$ cat config.mk
export PLATFORM = sky130hd
export DESIGN_NAME = unidad_de_busqueda_flat
export DESIGN_NICKNAME = d
export VERILOG_FILES = /design/src/rtl/unidad_de_busqueda_if.sv /design/src/rtl/unidad_de_busqueda.sv /design/src/flat_wrapper.sv
export SDC_FILE = /design/constraint.sdc
export NUM_CORES = 1
export LEC_CHECK = 0
export ABC_CLOCK_PERIOD_IN_PS = 2300
export BUFFER_PORTS_ARGS = -buffer_cell sky130_fd_sc_hd__buf_4
export CAP_MARGIN = 40
export CORE_ASPECT_RATIO = 1.25
export CORE_MARGIN = 2
export CORE_UTILIZATION = 43
export CTS_CLUSTER_SIZE = 25
export DETAILED_ROUTE_END_ITERATION = 16
export GPL_ROUTABILITY_DRIVEN = 0
export MAX_ROUTING_LAYER = met4
export PLACE_DENSITY = 0.78
export REMOVE_ABC_BUFFERS = 1
export SLEW_MARGIN = 10
export SYNTH_ARGS = -nofsm -noshare
export SYNTH_HDL_FRONTEND = slang
export SYNTH_SLANG_ARGS = --single-unit
$ cat constraint.sdc
create_clock -name Clk -period 2.3 [get_ports Clk]
set_clock_uncertainty 0.2 [all_clocks]
set_input_delay 0.46 -clock Clk [delete_from_list [all_inputs] [get_ports Clk]]
set_output_delay 0.46 -clock Clk [all_outputs]
set_load 0.005 [all_outputs]
$ cat src/rtl/unidad_de_busqueda_if.sv
// -----------------------------------------------------------------------------
// unidad_de_busqueda_if
// Instruction memory read bus between the fetch/decode unit and instruction
// memory. The fetch unit holds o_Mem_Req with a stable o_Mem_Dir until the
// memory answers with i_Mem_Ack; i_Mem_Dato is valid in the ack cycle only.
//
// Signals:
//   o_Mem_Dir   [7:0]   instruction memory address        (fetch -> memory)
//   o_Mem_Req           read request, held until ack       (fetch -> memory)
//   i_Mem_Ack           read acknowledge                   (memory -> fetch)
//   i_Mem_Dato  [15:0]  instruction word, valid with ack   (memory -> fetch)
//
// Modports:
//   master : the fetch unit (drives address and request)
//   slave  : the instruction memory (drives ack and data)
// -----------------------------------------------------------------------------
interface unidad_de_busqueda_if;
    logic [7:0]  o_Mem_Dir;
    logic        o_Mem_Req;
    logic        i_Mem_Ack;
    logic [15:0] i_Mem_Dato;

    modport master (
        output o_Mem_Dir,
        output o_Mem_Req,
        input  i_Mem_Ack,
        input  i_Mem_Dato
    );

    modport slave (
        input  o_Mem_Dir,
        input  o_Mem_Req,
        output i_Mem_Ack,
        output i_Mem_Dato
    );
endinterface

$ cat src/rtl/unidad_de_busqueda.sv
// -----------------------------------------------------------------------------
// unidad_de_busqueda
// Instruction fetch/decode unit. Reads the program counter presented by the
// jump unit, fetches the 16-bit instruction over the memory req/ack bus,
// decodes jump instructions into the jump unit's target/condition inputs and
// emits a one-cycle advance pulse that acts as the PC clock enable.
//
// Instruction word: [15:12] opcode, [11] unused, [10:8] cond, [7:0] target.
//
// Ports:
//   Clk                              system clock, rising edge
//   Rst                              asynchronous reset, active-low
//   mem                              instruction memory bus (master side)
//   i_Bus_Direcciones_Instrucciones  current PC from the jump unit
//   o_Instruccion                    last fetched instruction word
//   o_Instr_Valida                   1-cycle pulse: new instruction decoded
//   o_Direccion_de_Salto             jump target (non-zero only in DECODE)
//   o_Condicion                      {jump_enable, cond[2:0]} (only in DECODE)
//   o_Avance                         1-cycle PC clock-enable pulse
//   o_Alto                           halted, sticky until reset
//   o_Error                          memory timeout, sticky until reset
//
// Fetch cadence: ack at edge N -> decoded outputs visible N..N+1, SETTLE lets
// the PC step on the o_Avance edge, next request issued at edge N+2.
// -----------------------------------------------------------------------------
module unidad_de_busqueda #(
    parameter int unsigned TIMEOUT  = 15,
    parameter logic [3:0]  OP_SALTO = 4'hA,
    parameter logic [3:0]  OP_ALTO  = 4'h1
) (
    input  logic                      Clk,
    input  logic                      Rst,
    unidad_de_busqueda_if.master      mem,
    input  logic [7:0]                i_Bus_Direcciones_Instrucciones,
    output logic [15:0]               o_Instruccion,
    output logic                      o_Instr_Valida,
    output logic [7:0]                o_Direccion_de_Salto,
    output logic [3:0]                o_Condicion,
    output logic                      o_Avance,
    output logic                      o_Alto,
    output logic                      o_Error
);

    localparam logic [7:0] TIMEOUT_C = 8'(TIMEOUT);

    typedef enum logic [2:0] {
        IDLE   = 3'd0,
        REQ    = 3'd1,
        DECODE = 3'd2,
        SETTLE = 3'd3,
        HALT   = 3'd4,
        ERROR  = 3'd5
    } state_t;

    state_t      state, state_d;
    logic [7:0]  cnt, cnt_d;
    logic [7:0]  dir_q, dir_d;
    logic        req_q, req_d;
    logic [15:0] instr_d;
    logic        valida_d;
    logic [7:0]  salto_d;
    logic [3:0]  cond_d;
    logic        avance_d;
    logic        alto_d;
    logic        error_d;

    assign mem.o_Mem_Dir = dir_q;
    assign mem.o_Mem_Req = req_q;

    // State and output registers. Every output is registered so the jump
    // unit and memory never see combinational glitches from this block.
    always_ff @(posedge Clk or negedge Rst) begin
        if (!Rst) begin
            state                <= IDLE;
            cnt                  <= 8'd0;
            dir_q                <= 8'd0;
            req_q                <= 1'b0;
            o_Instruccion        <= 16'd0;
            o_Instr_Valida       <= 1'b0;
            o_Direccion_de_Salto <= 8'd0;
            o_Condicion          <= 4'd0;
            o_Avance             <= 1'b0;
            o_Alto               <= 1'b0;
            o_Error              <= 1'b0;
        end else begin
            state                <= state_d;
            cnt                  <= cnt_d;
            dir_q                <= dir_d;
            req_q                <= req_d;
            o_Instruccion        <= instr_d;
            o_Instr_Valida       <= valida_d;
            o_Direccion_de_Salto <= salto_d;
            o_Condicion          <= cond_d;
            o_Avance             <= avance_d;
            o_Alto               <= alto_d;
            o_Error              <= error_d;
        end
    end

    // Next-state logic. The ack check comes before the timeout check so an
    // ack arriving on the last allowed cycle still completes the fetch.
    always_comb begin
        state_d = state;
        case (state)
            IDLE:    state_d = REQ;
            REQ: begin
                if (mem.i_Mem_Ack)
                    state_d = DECODE;
                else if (cnt == TIMEOUT_C)
                    state_d = ERROR;
            end
            DECODE:  state_d = o_Alto ? HALT : SETTLE;
            SETTLE:  state_d = REQ;
            HALT:    state_d = HALT;
            ERROR:   state_d = ERROR;
            default: state_d = IDLE;
        endcase
    end

    // Next values of the registered outputs. Pulses and the jump fields
    // default to 0 so they are only ever non-zero for the DECODE cycle.
    always_comb begin
        cnt_d    = cnt;
        dir_d    = dir_q;
        req_d    = req_q;
        instr_d  = o_Instruccion;
        valida_d = 1'b0;
        salto_d  = 8'd0;
        cond_d   = 4'd0;
        avance_d = 1'b0;
        alto_d   = o_Alto;
        error_d  = o_Error;

        case (state)
            IDLE, SETTLE: begin
                // Launch a fetch of whatever address the PC presents now.
                dir_d = i_Bus_Direcciones_Instrucciones;
                req_d = 1'b1;
                cnt_d = 8'd0;
            end
            REQ: begin
                if (mem.i_Mem_Ack) begin
                    instr_d  = mem.i_Mem_Dato;
                    req_d    = 1'b0;
                    valida_d = 1'b1;
                    if (mem.i_Mem_Dato[15:12] == OP_SALTO) begin
                        cond_d   = {1'b1, mem.i_Mem_Dato[10:8]};
                        salto_d  = mem.i_Mem_Dato[7:0];
                        avance_d = 1'b1;
                    end else if (mem.i_Mem_Dato[15:12] == OP_ALTO) begin
                        alto_d   = 1'b1;
                    end else begin
                        avance_d = 1'b1;
                    end
                end else if (cnt == TIMEOUT_C) begin
                    req_d   = 1'b0;
                    error_d = 1'b1;
                end else begin
                    cnt_d = cnt + 8'd1;
                end
            end
            default: ;
        endcase
    end

endmodule

$ cat src/flat_wrapper.sv
// flat-port wrapper written by rule: the top's interface ports become plain ports
module unidad_de_busqueda_flat 
#(
    parameter int unsigned TIMEOUT  = 15,
    parameter logic [3:0]  OP_SALTO = 4'hA,
    parameter logic [3:0]  OP_ALTO  = 4'h1
)
  (Clk, Rst, i_Bus_Direcciones_Instrucciones, o_Instruccion, o_Instr_Valida, o_Direccion_de_Salto, o_Condicion, o_Avance, o_Alto, o_Error, mem_o_Mem_Dir, mem_o_Mem_Req, mem_i_Mem_Ack, mem_i_Mem_Dato);
  unidad_de_busqueda_if mem_i ();
  input  logic Clk;
  input  logic Rst;
  input  logic [7:0] i_Bus_Direcciones_Instrucciones;
  output logic [15:0] o_Instruccion;
  output logic o_Instr_Valida;
  output logic [7:0] o_Direccion_de_Salto;
  output logic [3:0] o_Condicion;
  output logic o_Avance;
  output logic o_Alto;
  output logic o_Error;
  output wire logic [$bits(mem_i.o_Mem_Dir)-1:0] mem_o_Mem_Dir;
  output wire logic [$bits(mem_i.o_Mem_Req)-1:0] mem_o_Mem_Req;
  input wire logic [$bits(mem_i.i_Mem_Ack)-1:0] mem_i_Mem_Ack;
  input wire logic [$bits(mem_i.i_Mem_Dato)-1:0] mem_i_Mem_Dato;
  assign mem_o_Mem_Dir = mem_i.o_Mem_Dir;
  assign mem_o_Mem_Req = mem_i.o_Mem_Req;
  assign mem_i.i_Mem_Ack = mem_i_Mem_Ack;
  assign mem_i.i_Mem_Dato = mem_i_Mem_Dato;
  unidad_de_busqueda #(.TIMEOUT(TIMEOUT), .OP_SALTO(OP_SALTO), .OP_ALTO(OP_ALTO)) u_core (.Clk(Clk), .Rst(Rst), .mem(mem_i), .i_Bus_Direcciones_Instrucciones(i_Bus_Direcciones_Instrucciones), .o_Instruccion(o_Instruccion), .o_Instr_Valida(o_Instr_Valida), .o_Direccion_de_Salto(o_Direccion_de_Salto), .o_Condicion(o_Condicion), .o_Avance(o_Avance), .o_Alto(o_Alto), .o_Error(o_Error));
endmodule
==> results of run 1 <==
==> critical path: cells and delay by family (launching register included) <==
family	cells	cell delay, ps
AO/OA/AOI/OAI	1	150
flip-flops	1	460
AND/OR/NAND/NOR	2	1090
==> registers in the layout (all words and copies together), names as in the netlist <==
name and count:
u_core.mem.o_Mem_Req 1, u_core.state 3, u_core.cnt 8, u_core.o_Avance 1, u_core.o_Instruccion 16, u_core.o_Condicion 4
u_core.o_Direccion_de_Salto 8, u_core.mem.o_Mem_Dir 8, u_core.o_Alto 1, u_core.o_Error 1, u_core.o_Instr_Valida 1
==> path summary, 6_finish.rpt <==
path	startpoint	endpoint	slack, ps	cells past startpoint
setup / recovery	u_core.state[1]	u_core.cnt[6]	340	3
hold / removal	Rst	u_core.o_Instruccion[9]	-20	1
setup reg to reg	u_core.state[1]	u_core.cnt[6]	340	3
hold reg to reg	u_core.o_Error	u_core.o_Error	280	1
max in group asynchronous	Rst	u_core.mem.o_Mem_Dir[2]	1490	1
min in group Clk	mem_i_Mem_Dato[11]	u_core.o_Instruccion[11]	150	3
==> power groups by stage <==
stage / Clock, uW / Sequential, uW / Combinational [uW]
floorplan: 0 / 932 / 4.75
global placement: 0 / 932 / 58.9
detailed placement: 0 / 932 / 59.8
CTS: 631 / 913 / 59.8
global route: 671 / 914 / 65.3
finish: 616 / 913 / 57.7
==> per-layer routing <==
metal	routed length, um	share of wire (%)	global-route usage, %
met5	0	0	-
met4	67	1.5	6.12
met3	253	5.7	4.52
met2	2240	51	29.0
met1	1840	42	22.1
==> cell usage after synthesis (all sizes together) <==
cell	n	area share [%]
o32a	1	0.48
clkinv	1	0.18
o31ai	1	0.36
mux2	8	4.4
buf	2	0.42
xor2	1	0.42
nand3	3	0.73
a21oi	6	1.5
nand4bb	2	1.1
o211ai	1	0.36
nor2	15	2.7
ha	1	0.60
a22oi	1	0.36
nor4	2	0.60
or4b	1	0.48
or2b	1	0.36
a2111oi	1	0.42
nor2b	1	0.30
a31o	1	0.42
a2bb2oi	1	0.42
and3	1	0.30
clkbuf	6	1.1
a211oi	2	0.73
and2b	2	0.73
inv	4	0.73
or4	2	0.73
o21bai	3	1.1
nor3	2	0.48
mux2i	3	1.5
nand3b	1	0.36
nand2	52	9.4
a221oi	1	0.42
dfrtp	52	63
nor4b	2	0.85
o21ai	6	1.5
nand4	2	0.60
==> logic make-up (layout without fill, tap and decap cells) <==
family,after synthesis,count (layout)
xor gates and xnor gates,1,1
adders and majority gates,1,1
buffers and inverters,13,87
muxes,11,11
DFF,52,52
AOI/OAI and AO/OA,25,25
and+or+nand+nor,89,89
==> through the flow <==
| step | instance area [sq um] | util, % | setup slack (ps) | instances | total power [uW] |
|---|---|---|---|---|---|
| floorplan | 2040 | - | 249 | 184 | 937 |
| global placement | 2680 | 57.1 | 190 | 318 | 990 |
| detailed placement | 2680 | 57.1 | 153 | 318 | 991 |
| CTS | 2790 | 59.4 | 328 | 326 | 1600 |
| global route | 2790 | 59.4 | 242 | 326 | 1650 |
| finish | 2790 | 59.4 | 336 | 326 | 1590 |
==> area by class of cell <==
| type | count | share of cell area, % |
|---|---|---|
| clock buffers | 6 | 2.60 |
| clock inverters | 2 | 1.26 |
| inverters | 5 | 0.674 |
| multi-input cells | 127 | 25.7 |
| flip-flops and latches | 52 | 46.7 |
| well taps | 60 | 2.69 |
| repair buffers | 74 | 20.4 |
==> metrics.md, run 1 <==
| Metric | Value |
|---|---|
| HPWL after DPL | 3100 um |
| Largest fanout of any net on the critical path | 8 |
| Power per Cell Area | 570 mW/mm^2 |
| IO Port Bufs | 67 |
| Kind of launch point of the worst setup path | flop |
| Initial Util | 44.1% |
| Result of the run | complete, but fails checks |
| Ant. Diodes | 0 |
| Total area of sequential cells | 0.00130 sq mm |
| Final Cycle Share | a little under nine tenths |
| Post-route antenna net violation count | 0 |
| Final Hold Fails | between 40 and 50 |
| Leftover overflow at the end of global routing | 0 |
| Clock root buffer master | sky130_fd_sc_hd__clkbuf_8 |
| Synth Instances | roughly 190 |
| Maximum clock rate | 0.509 GHz |
| Switching Fraction | 20.2% |
| Critical path data required time | 2330 ps |
| Number of standard-cell rows in the floorplan | 28 |
| Reg power frac | 57.5% |
| Tightest Pin Transition | about 640 ps |
| Category of the worst setup path capture point | flop |
| Clock Path Buffers | 2 |
| WL/cell | about 14 um |
| Delay of the slowest critical-path stage | about 560 ps |
| Post-route DRC | 0 |
| Hold-fix buffers, CTS | 0 |
| GRT Util Overall | between 10% and 20% |
| Number of buffers inserted during clock tree synthesis | 5 |
| Net switching power of the design | 320 uW |
| Worst min-delay path category | input pin to asynchronous set/reset pin |
| DR vias/cell | just under 5 |
| Post-synthesis share of cell area spent on and, or, nand and nor gates | roughly a fifth |
| DIE WIDTH | ~66 um |
| Share of synthesized area spent on multiplexers | 5.81% |
| Count of clock tree sinks | between 50 and 60 |
| Number of antenna violations at the first check in global routing | 0 |
| Leak pwr | around 0.0014 uW |
| RSZ-0062 raised after global routing | false |
| DR iter-0 viols | 63 |
| Pin count of the biggest net entering global routing | between 50 and 60 |
| Clock Latency Late Sink | 300 ps |
| Max-cap viol count | 0 |
| Share of the synthesized area in compound gates (AO/OA/AOI/OAI) | 7.99% |
| Commonest non-fill, non-tap cell in the layout | sky130_fd_sc_hd__buf_4 |
| Number of iterations in the first detailed-routing pass | 4 |
| Total number of H-tree levels | 2 |
| Area inside the core boundary | 0.00469 sq mm |
| Die area | 0.00538 sq mm |
| Number of synthesis warnings | 0 |
| Layout area overhead | 34.7% |
| Setup violations, final | 0 |
| Global-route wire length before repair | between 7000 and 8000 um |
| Fraction of layout instances using a drive strength above 1 | 33.8% |
| Cell type of the slowest stage on the worst timing path | sky130_fd_sc_hd__or4b_1 |
| Max_slew headroom | 57.4% |
| Top library cells by usage in the layout, fill and taps aside | 73 x sky130_fd_sc_hd__buf_4, 52 x sky130_fd_sc_hd__nand2_1, 52 x sky130_fd_sc_hd__dfrtp_1, 15 x sky130_fd_sc_hd__nor2_1, 8 x sky130_fd_sc_hd__mux2_2 |
| Io pins | 68 |
| Final Critical Period | a little under 2000 ps |
| Number of fillers in the final layout | 399 |
| Area occupied by multi-input gates | between 700 and 800 sq um |
| Post-synthesis instance area | 0.00207 sq mm |
| Dominant combinational cell family by area after synthesis | simple AND/OR/NAND/NOR gates |
| Final hold slack | -19.3 ps |
| Worst ir drop on vdd | 431 uV |
| Proportion of power drawn by the clock network | 38.8% |
| Setup TNS after final layout | 0 ps |
| Number of distinct library cells after synthesis | 38 |
| Total detailed-routing wirelength | 4410 um |
| Sequential cell area fraction in the yosys report | between 60% and 70% |
| Y dimension of the die | 81.5 um |
| Type of the worst setup path | flop to flop |
| Syn_area_per_cell | around 11 sq um |
| CTS tree | built |
| Post-CTS repair timing setup buffer count | 0 |
| Number of global-route vias before repair | 1,612 |
| XOR/XNOR Fraction of Synth Area | less than 1% |
| Clock slew seen by the registers of the worst setup and hold paths | 90 ps |
| Total of cells resized after clock tree synthesis | 0 |
| Count of vias placed by the detailed router | 1,619 |
| Worst path cell trace | or4b_1 > or4_1 > a21oi_1 |
| Failing checks | negative hold slack |
| Final count of pins violating max slew | 0 |
| Flip-flop and latch count after synthesis | 52 |
| Comb pwr share | 3.6% |
| Signal arrival time at the worst endpoint | 1990 ps |
| Final nets | 293 |
| Power Internal | about 1300 uW |
| Post-Synth Adder-Cell Area | 0.605% |
No activity file was read; power rests on OpenSTA's default activity.
==> run 2: changes to the inputs <==
--- a/config.mk
+++ b/config.mk
@@ -8,14 +8,16 @@
 export ABC_CLOCK_PERIOD_IN_PS = 2300
 export BUFFER_PORTS_ARGS = -buffer_cell sky130_fd_sc_hd__buf_4
 export CAP_MARGIN = 40
+export CELL_PAD_IN_SITES_DETAIL_PLACEMENT = 1
+export CELL_PAD_IN_SITES_GLOBAL_PLACEMENT = 2
 export CORE_ASPECT_RATIO = 1.25
 export CORE_MARGIN = 2
-export CORE_UTILIZATION = 43
+export CORE_UTILIZATION = 30
 export CTS_CLUSTER_SIZE = 25
 export DETAILED_ROUTE_END_ITERATION = 16
 export GPL_ROUTABILITY_DRIVEN = 0
 export MAX_ROUTING_LAYER = met4
-export PLACE_DENSITY = 0.78
+export PLACE_DENSITY = 0.86
 export REMOVE_ABC_BUFFERS = 1
 export SLEW_MARGIN = 10
 export SYNTH_ARGS = -nofsm -noshare
==> metrics.md, run 2 (synthesized netlist as in run 1, its figures left out) <==
| Metric | Value |
|---|---|
| Total number of H-tree levels | 2 (unchanged) |
| Layout area overhead | 37.0% |
| Final nets | 296 (+1.0%) |
| Number of standard-cell rows in the floorplan | 33 (+18%) |
| Power Internal | 1270 uW (about the same) |
| HPWL after DPL | 3960 um (+28%) |
| Max-cap viol count | 0 (unchanged) |
| Type of the worst setup path | flop to flop |
| Failing checks | negative hold slack |
| RSZ-0062 raised after global routing | false |
| FF-to-FF path depth | 3 (unchanged) |
| Io pins | 68 (unchanged) |
| Pin count of the biggest net entering global routing | 53 (unchanged) |
| Worst min-delay path category | input pin to asynchronous set/reset pin |
| Result of the run | complete, but fails checks |
| Final count of pins violating max slew | 0 (unchanged) |
| Category of the worst setup path capture point | flop |
| Count of vias placed by the detailed router | 1,690 (+4.4%) |
| IO Port Bufs | 67 (unchanged) |
| CTS tree | built |
| Flip-flop count of the largest register, all copies and words added | 16 (unchanged) |
| Tightest Pin Transition | 656 ps (+17.2 ps) |
| Layer with the highest usage | met2 |
| Final Cycle Share | 87.3% (+1.9 points) |
| Post-route DRC | 0 (unchanged) |
| Met1 Track Usage GR | 17.9% (-4.2 points) |
| Clock slew seen by the registers of the worst setup and hold paths | 90 ps (about the same) |
| Number of antenna violations at the first check in global routing | 0 (unchanged) |
| Total detailed-routing wirelength | 5370 um (+22%) |
| DIE WIDTH | 78.3 um (+19%) |
| Number of buffers inserted during clock tree synthesis | 5 (unchanged) |
| Number of global-route vias before repair | 1,818 (+13%) |
| Initial Util | 31.3% (-13 points) |
| Setup TNS after final layout | 0 ps (unchanged) |
| Area inside the core boundary | 0.00661 sq mm (+41%) |
| Number of fillers in the final layout | 773 (+94%) |
| Total placed instance area | 0.00272 sq mm (+1.6%) |
| Met2 Resource Use GR | 27.5% (-1.5 points) |
| Largest fanout of any net on the critical path | 8 (unchanged) |
| Comb pwr share | 3.7% (about the same) |
| Y dimension of the die | 96.8 um (+19%) |
| Clock Path Buffers | 2 (unchanged) |
| Count of clock tree sinks | 52 (unchanged) |
| Kind of launch point of the worst setup path | flop |
| Top reg by flops | u_core.o_Instruccion |
| Met3 global-route usage | 3.26% (-1.3 points) |
| DR vias/cell | 4.75 (-4.4%) |
| Clock Latency Late Sink | 300 ps (about the same) |
| Commonest non-fill, non-tap cell in the layout | sky130_fd_sc_hd__buf_4 |
| Final hold slack | -22.9 ps (-3.65 ps) |
| Proportion of power drawn by the clock network | 39.2% (+0.4 points) |
| Minimum setup slack among reg-to-reg paths | 290 ps (-40 ps) |
| Non-filler cells, final | 356 (+9.2%) |
| Number of cells after detailed placement | 348 (+9.4%) |
| Total of cells resized after clock tree synthesis | 0 (unchanged) |
| Final cell area excluding filler cells | 0.00283 sq mm (+1.7%) |
| Reg power frac | 57.1% (-0.4 points) |
| Setup violations, final | 0 (unchanged) |
| WL/cell | 15.1 um (+12%) |
| Net switching power of the design | 333 uW (+4.1%) |
| Fraction of layout instances using a drive strength above 1 | 34.9% (+1.1 points) |
| Maximum clock rate | 0.498 GHz (-2.2%) |
| Post-route antenna net violation count | 0 (unchanged) |
| Max_slew headroom | 56.3% (-1.1 points) |
| Clock root buffer master | sky130_fd_sc_hd__clkbuf_8 |
| Post-route total power | 1600 uW (+0.80%) |
| Layout Utilization | 42.9% (-16 points) |
| GRT Util Overall | 15.6% (-2.3 points) |
| DR iter-0 viols | 51 (-19%) |
| Leak pwr | 0.00143 uW (+0.81%) |
| Worst reg2reg endpoint | u_core.cnt[6] |
| Signal arrival time at the worst endpoint | 2040 ps (+50 ps) |
| Number of iterations in the first detailed-routing pass | 3 (-1) |
| Ant. Diodes | 0 (unchanged) |
| Post-CTS repair timing setup buffer count | 0 (unchanged) |
| Leftover overflow at the end of global routing | 0 (unchanged) |
| Worst ir drop on vdd | 368 uV (-14%) |
| Final Critical Period | 2010 ps (+43.9 ps) |
| Global-route wire length before repair | 9100 um (+27%) |
| Final Hold Fails | 43 (-2.3%) |
| Critical path data required time | 2330 ps (about the same) |
| Reg2reg start | u_core.state[2] |
| Switching Fraction | 20.8% (+0.66 points) |
| Power per Cell Area | 564 mW/mm^2 (-0.89%) |
| Hold-fix buffers, CTS | 0 (unchanged) |
| Die area | 0.00758 sq mm (+41%) |
| Top library cells by usage in the layout, fill and taps aside | 77 x sky130_fd_sc_hd__buf_4, 52 x sky130_fd_sc_hd__nand2_1, 52 x sky130_fd_sc_hd__dfrtp_1, 15 x sky130_fd_sc_hd__nor2_1, 8 x sky130_fd_sc_hd__mux2_2 |
[run 2: how the worst max path moves through the flow]
stage,end,depth (start not counted),from,slack (ps)
final,u_core.cnt[6],3,u_core.state[2],290
after global routing,u_core.state[0],5,u_core.state[2],210
after CTS,u_core.cnt[6],3,u_core.state[2],290
after detailed placement,u_core.cnt[6],4,mem_i_Mem_Ack,160
after global placement,u_core.cnt[6],4,mem_i_Mem_Ack,170
after floorplan,u_core.state[0],3,u_core.state[2],250
[run 2: power groups by stage]
stage	clock (uW)	sequential, uW	combinational, uW
final	627	913	59.7
after global routing	698	914	68.1
after CTS	665	914	62.7
after floorplan	0	932	4.75
after detailed placement	0	932	62.6
after global placement	0	932	61.9
[run 2: layout make-up]
type                            count  area [sq um]  share of cell area, %
Tap cell                           87           109                   3.84
Timing Repair Buffer               77           578                   20.4
Clock inverter                      3          42.5                   1.50
Multi-Input combinational cell    127           716                   25.3
Sequential cell                    52          1300                   45.9
Clock buffer                        5          68.8                   2.43
Inverter                            5          18.8                  0.662
[run 2: routing by layer]
metal,vias up,wire length [um],share of wire (%)
li1,804,-,-
met1,833,2140,40
met2,47,2940,55
met3,6,229,4.3
met4,0,63,1.2
met5,-,0,0
[run 2: worst max-delay path: stages (launching register included)]
cell                      delay [ps]
sky130_fd_sc_hd__dfrtp_1         470
sky130_fd_sc_hd__or4b_1          600
sky130_fd_sc_hd__or4_1           520
sky130_fd_sc_hd__a21oi_1         150
[run 2: stage by stage]
stage,hold slack [ps],setup slack (ps)
after floorplan,-35.6,249
after global placement,256,173
after detailed placement,268,164
after CTS,0.150,288
after global routing,28.2,206
final,-22.9,292
==> run 3: changes to the inputs <==
--- a/config.mk
+++ b/config.mk
@@ -7,7 +7,7 @@
 export LEC_CHECK = 0
 export ABC_CLOCK_PERIOD_IN_PS = 2300
 export BUFFER_PORTS_ARGS = -buffer_cell sky130_fd_sc_hd__buf_4
-export CAP_MARGIN = 40
+export CAP_MARGIN = 20
 export CELL_PAD_IN_SITES_DETAIL_PLACEMENT = 1
 export CELL_PAD_IN_SITES_GLOBAL_PLACEMENT = 2
 export CORE_ASPECT_RATIO = 1.25
@@ -16,7 +16,6 @@
 export CTS_CLUSTER_SIZE = 25
 export DETAILED_ROUTE_END_ITERATION = 16
 export GPL_ROUTABILITY_DRIVEN = 0
-export MAX_ROUTING_LAYER = met4
 export PLACE_DENSITY = 0.86
 export REMOVE_ABC_BUFFERS = 1
 export SLEW_MARGIN = 10
==> metrics.md, run 3 (synthesized netlist as in run 1, its figures left out) <==
| Metric | Value |
|---|---|
| Number of cells after detailed placement | 347 (-0.29%) |
| Area inside the core boundary | 0.00661 sq mm (unchanged) |
| Layout Utilization | 42.4% (-0.47 points) |
| Fraction of layout instances using a drive strength above 1 | 34.7% (-0.24 points) |
| Largest fanout of any net on the critical path | 12 (+4) |
| Leftover overflow at the end of global routing | 0 (unchanged) |
| Max_slew headroom | 33.9% (-22 points) |
| Leak pwr | 0.00142 uW (-0.82%) |
| Initial Util | 31.3% (unchanged) |
| CTS tree | built |
| Category of the worst setup path capture point | flop |
| Type of the worst setup path | flop to flop |
| HPWL after DPL | 3930 um (-0.75%) |
| Number of antenna violations at the first check in global routing | 0 (unchanged) |
| Final count of pins violating max slew | 0 (unchanged) |
| Pin count of the biggest net entering global routing | 53 (unchanged) |
| Ant. Diodes | 0 (unchanged) |
| Worst path cell trace | xor2_1 > nor2_1 > mux2_2 |
| Total area of sequential cells | 0.00130 sq mm (unchanged) |
| Maximum clock rate | 0.469 GHz (-5.8%) |
| Worst min-delay path category | input pin to asynchronous set/reset pin |
| Die area | 0.00758 sq mm (unchanged) |
| Number of iterations in the first detailed-routing pass | 4 (+1) |
| Reg2reg start | u_core.state[1] |
| Final hold slack | -28.6 ps (-5.73 ps) |
| Non-filler cells, final | 355 (-0.28%) |
| DR iter-0 viols | 35 (-31%) |
| Signal arrival time at the worst endpoint | 2130 ps (+90 ps) |
| Power per Cell Area | 533 mW/mm^2 (-5.6%) |
| Flip-flop count of the largest register, all copies and words added | 16 (unchanged) |
| Clock Path Buffers | 2 (unchanged) |
| Source of the critical timing path | u_core.state[1] |
| Layout area overhead | 35.5% |
| DR vias/cell | 4.72 (-0.49%) |
| Clock root buffer master | sky130_fd_sc_hd__clkbuf_8 |
| Number of global-route vias before repair | 1,794 (-1.3%) |
| Cell family with the largest share of critical-path delay | simple AND/OR/NAND/NOR gates |
| Final Cycle Share | 92.7% (+5.4 points) |
| Total placed instance area | 0.00272 sq mm (-0.28%) |
| Final Hold Fails | 52 (+21%) |
| Failing checks | negative hold slack |
| Hold-fix buffers, CTS | 0 (unchanged) |
| Max-cap viol count | 0 (unchanged) |
| Kind of launch point of the worst setup path | flop |
| DIE WIDTH | 78.3 um (unchanged) |
| Final nets | 295 (-0.34%) |
| Number of standard-cell rows in the floorplan | 33 (unchanged) |
| Count of clock tree sinks | 52 (unchanged) |
| Cell type of the slowest stage on the worst timing path | sky130_fd_sc_hd__nor2_1 |
| Delay of the slowest critical-path stage | 760 ps (+160 ps) |
| Top reg by flops | u_core.o_Instruccion |
| Setup violations, final | 0 (unchanged) |
| Setup TNS after final layout | 0 ps (unchanged) |
| Result of the run | complete, but fails checks |
| Clock Latency Late Sink | 310 ps (about the same) |
| Area occupied by multi-input gates | 716 sq um (unchanged) |
| RSZ-0062 raised after global routing | false |
| Total detailed-routing wirelength | 5320 um (-0.88%) |
| Tightest Pin Transition | 989 ps (+333 ps) |
| Count of vias placed by the detailed router | 1,677 (-0.77%) |
| Y dimension of the die | 96.8 um (unchanged) |
| Clock slew seen by the registers of the worst setup and hold paths | 100 ps (about the same) |
| Final Critical Period | 2130 ps (+123 ps) |
| Worst ir drop on vdd | 267 uV (-28%) |
| Number of fillers in the final layout | 767 (-0.78%) |
| Top library cells by usage in the layout, fill and taps aside | 76 x sky130_fd_sc_hd__buf_4, 52 x sky130_fd_sc_hd__nand2_1, 52 x sky130_fd_sc_hd__dfrtp_1, 15 x sky130_fd_sc_hd__nor2_1, 8 x sky130_fd_sc_hd__mux2_2 |
| Io pins | 68 (unchanged) |
| Final cell area excluding filler cells | 0.00280 sq mm (-1.1%) |
| GRT Util Overall | 14.8% (-0.78 points) |
| Critical path buffer and inverter count | 0 (unchanged) |
| Post-route DRC | 0 (unchanged) |
| WL/cell | 15.0 um (-0.60%) |
| IO Port Bufs | 67 (unchanged) |
| Total of cells resized after clock tree synthesis | 0 (unchanged) |
| Total number of H-tree levels | 2 (unchanged) |
| Number of buffers inserted during clock tree synthesis | 5 (unchanged) |
| Post-route antenna net violation count | 0 (unchanged) |
| Critical path data required time | 2300 ps (-30 ps) |
| Post-CTS repair timing setup buffer count | 0 (unchanged) |
| Global-route wire length before repair | 8900 um (-2.2%) |
| Post-route total power | 1490 uW (-6.6%) |
| Commonest non-fill, non-tap cell in the layout | sky130_fd_sc_hd__buf_4 |
## run 3: routing by layer
layer | vias to the layer above | wire length, um | GRT usage, %
met5 | - | 0 | 0
met4 | 0 | 55 | 3.64
met3 | 5 | 272 | 4.10
met2 | 45 | 2920 | 27.3
met1 | 834 | 2070 | 16.6
li1 | 793 | - | -
## run 3: final cells by class
| type | count | area share (%) |
|---|---|---|
| Inverter | 5 | 0.670 |
| Timing Repair Buffer | 76 | 20.4 |
| Multi-Input combinational cell | 127 | 25.5 |
| Clock inverter | 3 | 0.670 |
| Clock buffer | 5 | 2.46 |
| Sequential cell | 52 | 46.4 |
| Tap cell | 87 | 3.88 |
## run 3: final timing paths
kind                                            end  slack (ps)  cells past startpoint
max                         u_core.mem.o_Mem_Dir[4]         170                      3
min                        u_core.o_Instruccion[12]         -30                      1
max reg2reg                 u_core.mem.o_Mem_Dir[4]         170                      3
min reg2reg                          u_core.o_Error         290                      1
max in group asynchronous      u_core.mem.o_Mem_Req        1490                      1
min in group Clk           u_core.o_Instruccion[11]         140                      3
## run 3: through the flow
step,hold WS (ps),setup WS (ps)
after floorplan,-35.6,249
after CTS,4.61,207
after detailed placement,272,145
after global placement,256,173
final,-28.6,169
after global routing,22.7,86.9
## run 3: where the power goes
part           switching (uW)  internal (uW)
clock                     308            213
sequential                  0            913
combinational            28.9           31.0
